[src/rtl/shift_serializer_pkg.sv]
// rtl/shift_serializer_pkg.sv - shared types, defaults and width helper for the serializer
package shift_pkg;

  localparam int N_DEFAULT = 4;

  typedef enum logic [1:0] {
    ST_IDLE  = 2'd0,
    ST_SHIFT = 2'd1,
    ST_GAP   = 2'd2
  } state_t;

  // Counter width for a counter holding 0..range-1; never narrower than 1 bit.
  function automatic int cnt_width(input int range);
    return (range <= 2) ? 1 : $clog2(range);
  endfunction

endpackage

[src/rtl/shift_serializer_if.sv]
// rtl/shift_serializer_if.sv - parallel word valid/ready handshake into the serializer
interface shift_serializer_if
  import shift_pkg::*;
#(
  parameter int N = N_DEFAULT
) ();

  logic [N-1:0] DIN;
  logic         DVALID;
  logic         DREADY;

  modport master (output DIN, output DVALID, input DREADY);
  modport slave  (input DIN, input DVALID, output DREADY);

endinterface

[src/rtl/shift_serializer_fifo.sv]
// rtl/shift_serializer_fifo.sv - synchronous DEPTH x N word FIFO feeding the serializer
module ser_fifo
  import shift_pkg::*;
#(
  parameter int N     = N_DEFAULT,
  parameter int DEPTH = 2
) (
  input  logic                       CLK,
  input  logic                       RST,
  input  logic                       push_i,
  input  logic [N-1:0]               data_i,
  input  logic                       pop_i,
  output logic [N-1:0]               data_o,
  output logic                       full_o,
  output logic                       empty_o,
  output logic [$clog2(DEPTH+1)-1:0] count_o
);

  localparam int PW = cnt_width(DEPTH);
  localparam int CW = $clog2(DEPTH + 1);
  localparam logic [PW-1:0] PTR_LAST = PW'(DEPTH - 1);

  logic [N-1:0]  mem_q [DEPTH];
  logic [PW-1:0] wr_q;
  logic [PW-1:0] rd_q;
  logic [CW-1:0] cnt_q;
  logic          do_push;
  logic          do_pop;

  function automatic logic [PW-1:0] next_ptr(input logic [PW-1:0] p);
    return (p == PTR_LAST) ? '0 : p + PW'(1);
  endfunction

  assign full_o  = (cnt_q == CW'(DEPTH));
  assign empty_o = (cnt_q == '0);
  assign count_o = cnt_q;
  assign data_o  = mem_q[rd_q];

  // A full FIFO refuses the push even when a pop frees a slot on the same edge.
  assign do_push = push_i && !full_o;
  assign do_pop  = pop_i && !empty_o;

  // Word storage; contents are only ever written on an accepted push.
  always_ff @(posedge CLK) begin
    if (do_push && !RST) begin
      mem_q[wr_q] <= data_i;
    end
  end

  // Pointer and occupancy tracking; reset discards everything queued.
  always_ff @(posedge CLK) begin
    if (RST) begin
      wr_q  <= '0;
      rd_q  <= '0;
      cnt_q <= '0;
    end else begin
      if (do_push) begin
        wr_q <= next_ptr(wr_q);
      end
      if (do_pop) begin
        rd_q <= next_ptr(rd_q);
      end
      case ({do_push, do_pop})
        2'b10:   cnt_q <= cnt_q + CW'(1);
        2'b01:   cnt_q <= cnt_q - CW'(1);
        default: cnt_q <= cnt_q;
      endcase
    end
  end

endmodule

[src/rtl/shift_serializer.sv]
// rtl/shift_serializer.sv - buffered parallel-in, serial-out driver for a serial-in shift register
module shift_serializer
  import shift_pkg::*;
#(
  parameter int N         = N_DEFAULT,
  parameter int DEPTH     = 2,
  parameter int GAP       = 1,
  parameter int MSB_FIRST = 1
) (
  input  logic               CLK,
  input  logic               RST,
  shift_serializer_if.slave  bus,
  output logic               SOUT,
  output logic               SEN,
  output logic               BUSY,
  output logic               WORDDONE
);

  localparam int BW = cnt_width(N);
  localparam int GW = cnt_width(GAP);
  localparam int CW = $clog2(DEPTH + 1);
  localparam logic [BW-1:0] BIT_LAST   = BW'(N - 1);
  localparam logic [BW-1:0] BIT_PENULT = BW'(N - 2);
  localparam logic [GW-1:0] GAP_LAST   = GW'((GAP > 0) ? GAP - 1 : 0);

  state_t        state_q;
  logic [N-1:0]  shreg_q;
  logic [BW-1:0] bitcnt_q;
  logic [GW-1:0] gapcnt_q;
  logic          sout_q;
  logic          sen_q;
  logic          busy_q;
  logic          wdone_q;

  logic          fifo_full;
  logic          fifo_empty;
  logic [N-1:0]  fifo_head;
  logic [CW-1:0] fifo_count;
  logic          dready;
  logic          push;
  logic          pop;
  logic          last_bit;
  logic          gap_done;
  logic          load_slot;
  logic          go_idle;
  logic          busy_d;

  function automatic logic first_bit(input logic [N-1:0] w);
    return (MSB_FIRST != 0) ? w[N-1] : w[0];
  endfunction

  function automatic logic [N-1:0] shift_word(input logic [N-1:0] w);
    return (MSB_FIRST != 0) ? {w[N-2:0], 1'b0} : {1'b0, w[N-1:1]};
  endfunction

  assign dready     = !fifo_full && !RST;
  assign bus.DREADY = dready;
  assign push       = bus.DVALID && dready;

  ser_fifo #(
    .N     (N),
    .DEPTH (DEPTH)
  ) u_fifo (
    .CLK     (CLK),
    .RST     (RST),
    .push_i  (push),
    .data_i  (bus.DIN),
    .pop_i   (pop),
    .data_o  (fifo_head),
    .full_o  (fifo_full),
    .empty_o (fifo_empty),
    .count_o (fifo_count)
  );

  // Decide whether this edge may load a new word, and what BUSY becomes.
  always_comb begin
    last_bit  = (state_q == ST_SHIFT) && (bitcnt_q == BIT_LAST);
    gap_done  = (state_q == ST_GAP) && (gapcnt_q == GAP_LAST);
    load_slot = (state_q == ST_IDLE) || (last_bit && (GAP == 0)) || gap_done;
    pop       = load_slot && !fifo_empty;
    go_idle   = load_slot && fifo_empty;
    busy_d    = !go_idle || push || (fifo_count > CW'(pop));
  end

  // Serializer FSM: load, shift one bit per edge, optional idle gap between words.
  always_ff @(posedge CLK) begin
    if (RST) begin
      state_q  <= ST_IDLE;
      shreg_q  <= '0;
      bitcnt_q <= '0;
      gapcnt_q <= '0;
      sout_q   <= 1'b0;
      sen_q    <= 1'b0;
      busy_q   <= 1'b0;
      wdone_q  <= 1'b0;
    end else begin
      busy_q  <= busy_d;
      wdone_q <= 1'b0;
      if (pop) begin
        state_q  <= ST_SHIFT;
        shreg_q  <= shift_word(fifo_head);
        sout_q   <= first_bit(fifo_head);
        sen_q    <= 1'b1;
        bitcnt_q <= '0;
      end else begin
        case (state_q)
          ST_SHIFT: begin
            if (!last_bit) begin
              shreg_q  <= shift_word(shreg_q);
              sout_q   <= first_bit(shreg_q);
              bitcnt_q <= bitcnt_q + BW'(1);
              wdone_q  <= (bitcnt_q == BIT_PENULT);
            end else if (GAP > 0) begin
              state_q  <= ST_GAP;
              gapcnt_q <= '0;
              sen_q    <= 1'b0;
              sout_q   <= 1'b0;
            end else begin
              state_q <= ST_IDLE;
              sen_q   <= 1'b0;
              sout_q  <= 1'b0;
            end
          end
          ST_GAP: begin
            sen_q  <= 1'b0;
            sout_q <= 1'b0;
            if (gap_done) begin
              state_q <= ST_IDLE;
            end else begin
              gapcnt_q <= gapcnt_q + GW'(1);
            end
          end
          default: begin
            state_q <= ST_IDLE;
            sen_q   <= 1'b0;
            sout_q  <= 1'b0;
          end
        endcase
      end
    end
  end

  assign SOUT     = sout_q;
  assign SEN      = sen_q;
  assign BUSY     = busy_q;
  assign WORDDONE = wdone_q;

endmodule

[src/flat_wrapper.sv]
// flat-port wrapper written by rule: the top's interface ports become plain ports
module shift_serializer_flat import shift_pkg::*;
#(
  parameter int N         = N_DEFAULT,
  parameter int DEPTH     = 2,
  parameter int GAP       = 1,
  parameter int MSB_FIRST = 1
)
  (CLK, RST, SOUT, SEN, BUSY, WORDDONE, bus_DIN, bus_DVALID, bus_DREADY);
  shift_serializer_if #(.N(N)) bus_i ();
  input  logic CLK;
  input  logic RST;
  output logic SOUT;
  output logic SEN;
  output logic BUSY;
  output logic WORDDONE;
  input wire logic [$bits(bus_i.DIN)-1:0] bus_DIN;
  input wire logic [$bits(bus_i.DVALID)-1:0] bus_DVALID;
  output wire logic [$bits(bus_i.DREADY)-1:0] bus_DREADY;
  assign bus_i.DIN = bus_DIN;
  assign bus_i.DVALID = bus_DVALID;
  assign bus_DREADY = bus_i.DREADY;
  shift_serializer #(.N(N), .DEPTH(DEPTH), .GAP(GAP), .MSB_FIRST(MSB_FIRST)) u_core (.CLK(CLK), .RST(RST), .bus(bus_i), .SOUT(SOUT), .SEN(SEN), .BUSY(BUSY), .WORDDONE(WORDDONE));
endmodule
[config.mk]
export PLATFORM = sky130hd
export DESIGN_NAME = shift_serializer_flat
export DESIGN_NICKNAME = d
export VERILOG_FILES = /design/src/rtl/shift_serializer_pkg.sv /design/src/rtl/shift_serializer_if.sv /design/src/rtl/shift_serializer_fifo.sv /design/src/rtl/shift_serializer.sv /design/src/flat_wrapper.sv
export SDC_FILE = /design/constraint.sdc
export NUM_CORES = 1
export LEC_CHECK = 0
export BUFFER_PORTS_ARGS = -buffer_cell sky130_fd_sc_hd__buf_2
export CORE_UTILIZATION = 44
export DETAILED_ROUTE_END_ITERATION = 10
export SLEW_MARGIN = 20
export SYNTH_ARGS = -nofsm -noshare
export SYNTH_HDL_FRONTEND = slang
export SYNTH_SLANG_ARGS = --single-unit
[constraint.sdc]
create_clock -name CLK -period 2.4 [get_ports CLK]
set_clock_uncertainty 0.15 [all_clocks]
set_input_delay 0.12 -clock CLK [delete_from_list [all_inputs] [get_ports CLK]]
set_output_delay 0.12 -clock CLK [all_outputs]
set_load 0.03 [all_outputs]
==> flow_summary.yaml <==
run_status:
  status: "finished, final reports clean"
sta:
  finalSetupViolCount: 0
  layout_min_cycle_time_ns: 1.979
  rsz0062_at_grt: "no"
  fmax_mhz: 505.2
  slew_violations: 0
  slew_headroom_pct: 60.76
  final.period_utilization_pct: 82.47
  hold_viol: 0
  worstMarginPinSlew_ns: 0.5886
  setup_tns_ns: 0
  setup_ws_ns: 0.4206
clock_network:
  post_cts_buffers: 0
  clock_latency_ns: 0.31
  htree_levels: 1
  cts_tree: "done"
  cts.sink_count: 25
  path_clk_slew_ns: 0.12
  cts.path.max_buffers: 2
  cts_made_buffers: 3
  root_buffer: "clkbuf_4"
placed_design:
  place_ws_ns: 0.4244
  hpwl_mm: 1.219
  dpl_cell_area_sq_um: 1109
  place_congestion: 0.7698
  portBuffers: 11
global_routing:
  grt_pass1_wl_mm: 2.932
  globalRouteTotalUtil_pct: 15.80
  gr-total-overflow: 0
  antenna_found_initial: 0
  grt_pass1_vias: 679
  grt_start_max_net_pins: 22
routing:
  ant_nets: 0
  routed_wl_mm: 1.682
  drt_iter0_drc: 20
  num_vias: 699
  drc_errors: 0
  viasPerCell: 5.216
  dr.pass1.iters: 4
  routedWlPerCell_um: 12.55
synth:
  synthFlopType: "dfxtp_1"
  yosys_warnings: 0
  synthMuxAreaShare_pct: 4.374
  synth_edf_count: 8
  synthXorXnorAreaFrac_pct: 2.552
  synth_cells: 90
  netlist_area_sq_um: 1030
  synth-seq-cells: 25
  synth-seq-area-share_pct: 56.38
  synthAdderAreaFrac_pct: 3.645
  synth_top_family_by_area: "compound AO/OA/AOI/OAI gates"
  synth.avg_cell_area_sq_um: 11.44
  syn_nets: 100
  synth_compound_area_share_pct: 15.43
  synthSimpleGateAreaFrac_pct: 15.43
  yosysUniqueCellTypes: 33
  async_reset_ff_share_pct: 0
floorplan:
  start_util_pct: 46.55
  die_w_um: 50.38
  die_h_um: 50.38
  die_area_sq_um: 2538
  core_region_area_sq_um: 2212
  row_count: 17
  ios: 12
finish:
  n_antenna_cell: 0
  nets: 117
  nFillCells: 220
  layout_common_cells: "dfxtp_1, buf_2, a21oi_1"
  layout_commonest_cell: "dfxtp_1"
  drive_above_1_share_pct: 25.47
  area_growth_pct: 14.10
  final_area_sq_um: 1175
min_path:
  hp-start: "RST"
  min_path_type: "in -> reg"
worst_setup_path:
  crit_arrival_ns: 2.08
  critical-path-max-stage-delay_ns: 0.40
  r2r_start: "u_core.state_q[1]$_SDFFE_PP0P_"
  cp_slowest_cell: "dfxtp_1"
  cp_max_fo: 7
  startpoint: "u_core.state_q[1]$_SDFFE_PP0P_"
  cp-end-kind: "flip-flop"
  crit_family: "simple AND/OR/NAND/NOR gates"
  path_class: "reg -> reg"
  crit_buf_inv: 0
  startpoint_type: "flip-flop"
  cp.required_ns: 2.51
  crit_chain: "a21o_2, nor2_1, ha_1, or3_1, a21oi_1"
run:
  drv_cap: 0
power_and_ir_drop:
  power.density_nw_per_um2: 1166
  ir_drop_mv: 0.6450
  p_leak_nw: 0.4518
synth_stat cells, drive strengths merged, types with 2 or more instances:
master / instances / area share (%)
inv: 3 / 1.1
a32oi: 3 / 2.6
a21oi: 9 / 4.4
o211ai: 3 / 2.2
or3: 3 / 1.8
nand2: 2 / 0.73
edfxtp: 8 / 23
o21ai: 2 / 0.97
nor3: 2 / 0.97
mux2: 4 / 4.4
xnor2: 2 / 1.7
dfxtp: 17 / 33
clkbuf: 3 / 1.1
nor2: 9 / 3.5
ha: 3 / 3.6
repair_timing:
| item | CTS | global route |
|---|---|---|
| hold buffers | 4 | 0 |
| resized for setup | 0 | 0 |
| hold endpoints to repair | 8 | 0 |
layer usage:
metal,vias up,track usage [%],routed length [um]
li1,362,-,-
met1,320,18.88,828
met2,12,26.22,768
met3,5,2.727,42
met4,0,9.722,42
met5,-,0,0
final cells by class:
type / count / area, sq um / area share [%]
Sequential cell: 25 / 580.6 / 49.41
Multi-Input combinational cell: 59 / 426.7 / 36.32
Timing Repair Buffer: 15 / 95.09 / 8.094
Tap cell: 28 / 35.03 / 2.982
Clock buffer: 4 / 26.28 / 2.236
Inverter: 3 / 11.26 / 0.9585
per-stage QoR:
step                util (%)  std cells  hold slack [ns]  power (mW)
detailed placement     50.11        126           0.1637       1.200
CTS                    53.11        134          0.03172       1.385
floorplan                  -         90          0.06887       1.076
global placement       50.11        126           0.1583       1.183
finish                 53.11        134          0.03525       1.370
global route           53.11        134          0.04907       1.476
logic make-up after synthesis:
kind of cell | Yosys count
and+or+nand+nor | 26
xor gates and xnor gates | 3
buffers and inverters | 6
muxes | 4
adders and majority gates | 3
DFF | 25
AOI/OAI and AO/OA | 23
power by group:
group / total [mW] / internal (mW) / switching (mW)
Clock: 0.179 / 0.0650 / 0.114
Combinational: 0.562 / 0.241 / 0.321
Sequential: 0.629 / 0.548 / 0.0811
Total: 1.37 / 0.854 / 0.515
worst paths after layout:
path                                                              end  slack [ns]  cells after the start
worst min-delay path                          u_core.SEN$_SDFFE_PP0P_        0.04                      2
worst max register to register  u_core.u_fifo.count_o[1]$_SDFFE_PP0P_        0.42                      5
worst min register to register        u_core.u_fifo.wr_q$_SDFFE_PP0P_        0.35                      2
worst max-delay path            u_core.u_fifo.count_o[1]$_SDFFE_PP0P_        0.42                      5
state kept, by name (all words and copies together), names as in the netlist, 2 cells and up, named ones only:
signal / cells
u_core.u_fifo.mem_q: 8
u_core.shreg_q: 3
u_core.bitcnt_q: 2
u_core.state_q: 2
u_core.u_fifo.count_o: 2
No activity file was read; power rests on OpenSTA's default activity.
